===== config.mk =====
export PLATFORM = sky130hd
export DESIGN_NAME = serial_to_byte_flat
export DESIGN_NICKNAME = d
export VERILOG_FILES = /design/src/rtl/serial_to_byte_pkg.sv /design/src/rtl/serial_to_byte_if.sv /design/src/rtl/serial_to_byte_and8way.sv /design/src/rtl/serial_to_byte.sv /design/src/flat_wrapper.sv
export SDC_FILE = /design/constraint.sdc
export NUM_CORES = 1
export LEC_CHECK = 0
export BUFFER_PORTS_ARGS = -buffer_cell sky130_fd_sc_hd__buf_2
export CORE_MARGIN = 5
export CORE_UTILIZATION = 55
export DETAILED_ROUTE_END_ITERATION = 8
export HOLD_SLACK_MARGIN = 0.02
export PLACE_DENSITY = 0.89
export SLEW_MARGIN = 40
export SYNTH_ARGS = -nofsm -noshare
export SYNTH_HDL_FRONTEND = slang
export SYNTH_SLANG_ARGS = --single-unit

===== constraint.sdc =====
create_clock -name clk -period 4.6 [get_ports clk]
set_clock_uncertainty 0.15 [all_clocks]
set_input_delay 0.46 -clock clk [delete_from_list [all_inputs] [get_ports clk]]
set_output_delay 0.46 -clock clk [all_outputs]
set_load 0.03 [all_outputs]

===== src/rtl/serial_to_byte_pkg.sv =====
// Shared widths for the serial-to-byte assembler and its bench.
package serial_to_byte_pkg;
    localparam int unsigned BYTE_W = 8;
    localparam int unsigned CNT_W  = 3;
endpackage


===== src/rtl/serial_to_byte_if.sv =====
// Serial-in / byte-out handshake bundle; all_ones exists only with SERIAL_TO_BYTE_ALL_ONES_EN.
interface serial_to_byte_if;
    import serial_to_byte_pkg::*;

    logic              sin;
    logic              sin_valid;
    logic              sin_ready;
    logic [BYTE_W-1:0] out;
    logic              out_valid;
    logic              out_ready;
`ifdef SERIAL_TO_BYTE_ALL_ONES_EN
    logic              all_ones;

    modport master (input sin, sin_valid, out_ready,
                    output sin_ready, out, out_valid, all_ones);
    modport slave  (output sin, sin_valid, out_ready,
                    input sin_ready, out, out_valid, all_ones);
`else
    modport master (input sin, sin_valid, out_ready,
                    output sin_ready, out, out_valid);
    modport slave  (output sin, sin_valid, out_ready,
                    input sin_ready, out, out_valid);
`endif
endinterface


===== src/rtl/serial_to_byte_and8way.sv =====
// 8-input AND gate feeding the all_ones flag; built only with SERIAL_TO_BYTE_ALL_ONES_EN.
`ifdef SERIAL_TO_BYTE_ALL_ONES_EN
module And8Way (
    input  logic a,
    input  logic b,
    input  logic c,
    input  logic d,
    input  logic e,
    input  logic f,
    input  logic g,
    input  logic h,
    output logic out
);
    assign out = a & b & c & d & e & f & g & h;
endmodule
`endif


===== src/rtl/serial_to_byte.sv =====
// Assembles LSB-first serial bits into bytes with a ready/valid output stage.
// Optional all_ones flag under SERIAL_TO_BYTE_ALL_ONES_EN.
module serial_to_byte
    import serial_to_byte_pkg::*;
(
    input logic                clk,
    input logic                rst_n,
    serial_to_byte_if.master   bus
);
    logic [BYTE_W-1:0] sr;
    logic [CNT_W-1:0]  cnt;
    logic [BYTE_W-1:0] out_q;
    logic              out_valid_q;
    logic [BYTE_W-1:0] next_byte;
    logic              last;
    logic              accept;
    logic              load;

    assign next_byte     = {bus.sin, sr[BYTE_W-1:1]};
    assign last          = (cnt == '1);
    // Only the eighth bit can stall: it needs the output register free.
    assign bus.sin_ready = !(last && out_valid_q && !bus.out_ready);
    assign accept        = bus.sin_valid && bus.sin_ready;
    assign load          = accept && last;
    assign bus.out       = out_q;
    assign bus.out_valid = out_valid_q;

    always_ff @(posedge clk or negedge rst_n) begin
        if (!rst_n) begin
            sr          <= '0;
            cnt         <= '0;
            out_q       <= '0;
            out_valid_q <= 1'b0;
        end else begin
            if (accept) begin
                sr  <= next_byte;
                cnt <= cnt + CNT_W'(1);
            end
            if (load) begin
                out_q       <= next_byte;
                out_valid_q <= 1'b1;
            end else if (out_valid_q && bus.out_ready) begin
                out_valid_q <= 1'b0;
            end
        end
    end

`ifdef SERIAL_TO_BYTE_ALL_ONES_EN
    logic and_out;
    logic all_ones_q;

    And8Way u_and8 (
        .a(next_byte[0]), .b(next_byte[1]), .c(next_byte[2]), .d(next_byte[3]),
        .e(next_byte[4]), .f(next_byte[5]), .g(next_byte[6]), .h(next_byte[7]),
        .out(and_out)
    );

    always_ff @(posedge clk or negedge rst_n) begin
        if (!rst_n) begin
            all_ones_q <= 1'b0;
        end else if (load) begin
            all_ones_q <= and_out;
        end else if (out_valid_q && bus.out_ready) begin
            all_ones_q <= 1'b0;
        end
    end

    assign bus.all_ones = all_ones_q;
`endif
endmodule


===== src/flat_wrapper.sv =====
// flat-port wrapper written by rule: the top's interface ports become plain ports
module serial_to_byte_flat import serial_to_byte_pkg::*;
  (clk, rst_n, bus_sin, bus_sin_valid, bus_out_ready, bus_sin_ready, bus_out, bus_out_valid);
  serial_to_byte_if bus_i ();
  input logic clk;
  input logic rst_n;
  input wire logic [$bits(bus_i.sin)-1:0] bus_sin;
  input wire logic [$bits(bus_i.sin_valid)-1:0] bus_sin_valid;
  input wire logic [$bits(bus_i.out_ready)-1:0] bus_out_ready;
  output wire logic [$bits(bus_i.sin_ready)-1:0] bus_sin_ready;
  output wire logic [$bits(bus_i.out)-1:0] bus_out;
  output wire logic [$bits(bus_i.out_valid)-1:0] bus_out_valid;
  assign bus_i.sin = bus_sin;
  assign bus_i.sin_valid = bus_sin_valid;
  assign bus_i.out_ready = bus_out_ready;
  assign bus_sin_ready = bus_i.sin_ready;
  assign bus_out = bus_i.out;
  assign bus_out_valid = bus_i.out_valid;
  serial_to_byte u_core (.clk(clk), .rst_n(rst_n), .bus(bus_i));
endmodule

### Word-level counts from Yosys, hierarchy flattened

Index checks and enable logic that the tools add are counted.

* flip-flop bits (word level): 20
* bits in latches: 0
* RAM bits: 0
* memory bits (read-only): 0
* input bits: 5
* output and inout port bits: 10
* logic and storage cells: 16
* memories kept: 0

* $add $sub $neg: 1
* multiply operators: 0
* div/mod/pow operators: 0
* magnitude comparators: 0
* equality and inequality tests: 1
* shifts and indexed selects: 0
* muxes and demuxes: 2
* bitwise gates (word level): 0
* reductions and logical operators: 8

Operators by type and width (number)
* logical AND 1 bit: 5
* adder 3 x 1 -> 3 bit, second input constant: 1
* equality test 3 bit, second input constant: 1
* logical NOT 1 bit: 2
* 2-to-1 mux 1 bit: 2
* nonzero test 2 bit: 1

### Depth between registers and ports, before layout

* word-level depth: 7
* mapped depth: 5
* gate-level depth less buffers: 5

### Worst setup path after synthesis

No wires, ideal clock.

* path type: register -> register
* from: register u_core.cnt[0]
* to: register u_core.cnt[1]
* setup time: 125 ps
* data arrival time: 1440 ps
* required time: 4325 ps
* slack: 2886 ps
* stages on the path, launching flop included: 6
* buffers on the path: 0
* period minus slack after synthesis: 1714 ps
* cells stage by stage: dfrtp_1 -> ha_1 -> ha_1 -> nand3b_2 -> nand2_4 -> mux2_2

* word-level cells in the longest chain between the ends: 5
* elaborated cells between the ends (all ways): 6
* classes of those cells: 1 x add/sub; 1 x eq/ne; 4 x reduce/logical

Ends and longest elaborated chain
* start, declared: line serial_to_byte.sv:11 `logic [CNT_W-1:0] cnt;`
* start signal, assigned: line serial_to_byte.sv:37 `cnt <= cnt + CNT_W'(1);`
* equality test 3 bit: line serial_to_byte.sv:20 `assign last = (cnt == '1);`
* logical AND 1 bit (2 in series): line serial_to_byte.sv:22 `assign bus.sin_ready = !(last && out_valid_q && !bus.out_ready);`
* logical NOT 1 bit: line serial_to_byte.sv:22
* net bus_sin_ready: line flat_wrapper.sv:10 `output wire logic [$bits(bus_i.sin_ready)-1:0] bus_sin_ready;`
* logical AND 1 bit: line serial_to_byte.sv:23 `assign accept = bus.sin_valid && bus.sin_ready;`

The timed path passes the listed nets, and every way through them passes these cells.
A chain may end at the register's enable or synchronous reset.

### Final worst setup path

* from: register u_core.cnt[0]
* to: output port bus_sin_ready

* word-level cells in the longest chain between the ends: 4

Ends and longest elaborated chain (line)
* equality test 3 bit: serial_to_byte.sv:20
* logical AND 1 bit (2 in series): serial_to_byte.sv:22
* logical NOT 1 bit: serial_to_byte.sv:22
* end, declared: flat_wrapper.sv:10

No other way between the ends.

==> run metrics <==
Clock transition at path regs=approximately 0.090 ns; final hold slack=0.223 ns; number of cells produced by synthesis=between 40 and 50; CTS root buf=clkbuf_4; nets@finish=73; Critical Path AT=roughly 1.4 ns; Finished Core Util=0.679; DRT Pass-1 Iters=3; Crit path max-delay family=adder cells; synthesis-stage register bit count=19; crit path from=u_core.cnt[0]; Synth cell types=11; chip height=about 47 µm; total gr overflow=0; register area=approximately 480 µm²; PD cells=slightly below 700 nW/µm²; routed length per instance=between 10 and 15 µm; CP most frequent cell=ha_1; top-area cell type share of the netlist area=0.627; multi-input logic area=~280 µm²; Max-Cap Viols=0; CTS H-tree depth=1; maximum clock path buffer count=2; Slew headroom=0.731; FMAX=about 0.49 GHz; dpl cell area=847 µm²; TritonCTS clock tree=built; top cells by count, synth=19 x dfrtp_1, 16 x mux2_2, 2 x ha_1, 2 x inv_1; Port Buffers=14; required time of the critical path=approximately 4 ns; Routability Congestion=0.701; first-pass GRT wire length=between 2000 and 2500 µm; Yosys top cell by area=dfrtp_1; Antenna Nets Post-Route=0; status=finished clean; initial DRC count=2; Max FO, Critical Path=2; HP Start=bus_out_ready; Final period util=0.445; vias=412; maximum vdd ir drop=381 µV; crit path buf inv count=1; Total Wirelength=1130 µm; measured slew at the worst slew-check pin=0.404 ns; top_reg_cell synth=dfrtp_1; post-synthesis sequential area ratio=0.627; Clock Sinks=19; setup TNS=0 ns; number of flops mapped to enable cells by yosys=0; Post-Synthesis Cell Area=758 µm²; synth warn=0; worst hold path class=in -> reg; synthesized area per cell=around 16 µm²; Skew-Pair Late Insertion Delay=roughly 0.28 ns; final slew viol count=0; Die Wd=between 40 and 50 µm; Setup CP Type=reg -> out; Fill cells=90; Final Setup Violations=0; initial antenna violation count=0; Area contributors post-synth=dfrtp_1 63%, mux2_2 24%, ha_1 3.3%; most common cell in the netlist=dfrtp_1; Core Box Area=about 1300 µm²; design area=roughly 900 µm²; Leakage Power=between 0.0004 and 0.0005 µW; CP Capture Type=primary output; final hold viol count=0; CP max stage cell=dfrtp_1; largest net degree at the start of global routing=20; vias in the first global route=473; Vias/cell=between 5 and 6; Final Critical Period=just over 2 ns; share of layout cells above drive strength 1=0.569; ys async rst share=1.00; critical path cell sequence=ha_1 > ha_1 > nand3b_2 > buf_2; drt drc=0; number of core rows=13; antenna cells=0; Worst R2R Start=u_core.cnt[0]; Initial Util=0.583; P&R area growth vs syn=16.5%; Net Count, Synth=53; die area=around 2200 µm²; Critical Path Start Type=register; RSZ-0062 raised after global routing=no; crit-path max cell delay=0.41 ns; Num CTS Buffers=3; GRT Total Usage=0.135; # IOs=15
## flip-flops by register name, indices dropped and copies added (netlist names)
name	count
u_core.bus.out_valid	1
u_core.cnt	3
u_core.bus.out	8
u_core.sr	7
## kinds of logic after synthesis
| group | count (synthesis) | synth area share |
|---|---|---|
| muxes | 17 | 0.252 |
| AOI/OAI and AO/OA | 2 | 0.0281 |
| DFF | 19 | 0.627 |
| xor gates and xnor gates | 1 | 0.0116 |
| buffers and inverters | 2 | 0.00990 |
| adders and majority gates | 2 | 0.0330 |
| and+or+nand+nor | 3 | 0.0380 |
## metal layers
layer  part of all wire  global-route usage  vias up
met3              0.044              0.0230        0
met1               0.46               0.173      207
met4                  0              0.0663        0
met5                  0                   0        -
li1                   -                   -      198
met2               0.49               0.220        7
## stage by stage
| stage | setup slack [ns] | cells | power (µW) |
|---|---|---|---|
| after global placement | 2.90 | 75 | 510 |
| after global routing | 2.47 | 80 | 639 |
| final | 2.55 | 80 | 594 |
| after CTS | 2.54 | 80 | 602 |
| after detailed placement | 2.87 | 75 | 523 |
| after floorplan | 2.89 | 46 | 452 |
## power by group
group          internal (µW)  switching [µW]  leakage (µW)
Clock                   33.7            45.2     0.0000150
Sequential               239            42.2      0.000227
Combinational           99.5             134      0.000172
## area by class of cell
type	instances	share of cell area
timing repair buffer	15	0.0907
sequential	19	0.538
tap	15	0.0212
multi-input combinational	25	0.312
inverter	2	0.00850
clock buffer	4	0.0297
## path summary, 6_finish.rpt
path,to,slack [ns],cells after the start
worst max-delay path,bus_sin_ready,2.55,4
worst min-delay path,u_core.bus.out_valid,0.22,2
worst max register to register,u_core.bus.out[6],2.88,5
worst min register to register,u_core.cnt[0],0.33,1
max in group asynchronous,u_core.bus.out_valid,3.53,2
min in group asynchronous,u_core.bus.out[7],0.49,2
## worst reg2reg max path, cell delays in order, from the launching register on
cell	delay, ns
dfrtp_1	0.38
ha_1	0.15
ha_1	0.19
nand2_2	0.08
a21oi_4	0.28
mux2_2	0.38
## repair_timing
item	4_1_cts	5_1_grt
hold buffers	1	0
hold endpoints to repair	19	0
setup buffers	0	0
resized for setup	0	0
## cells in the final DEF, fill, tap and decap left out, drive strengths merged
cell type,count
dlygate4sd3,1
ha,2
inv,2
a21oi,1
mux2,17
nand2,2
buf,14
o21ai,1
xnor2,1
clkbuf,4
nand3b,1
dfrtp,19
No activity file was read; power rests on OpenSTA's default activity.
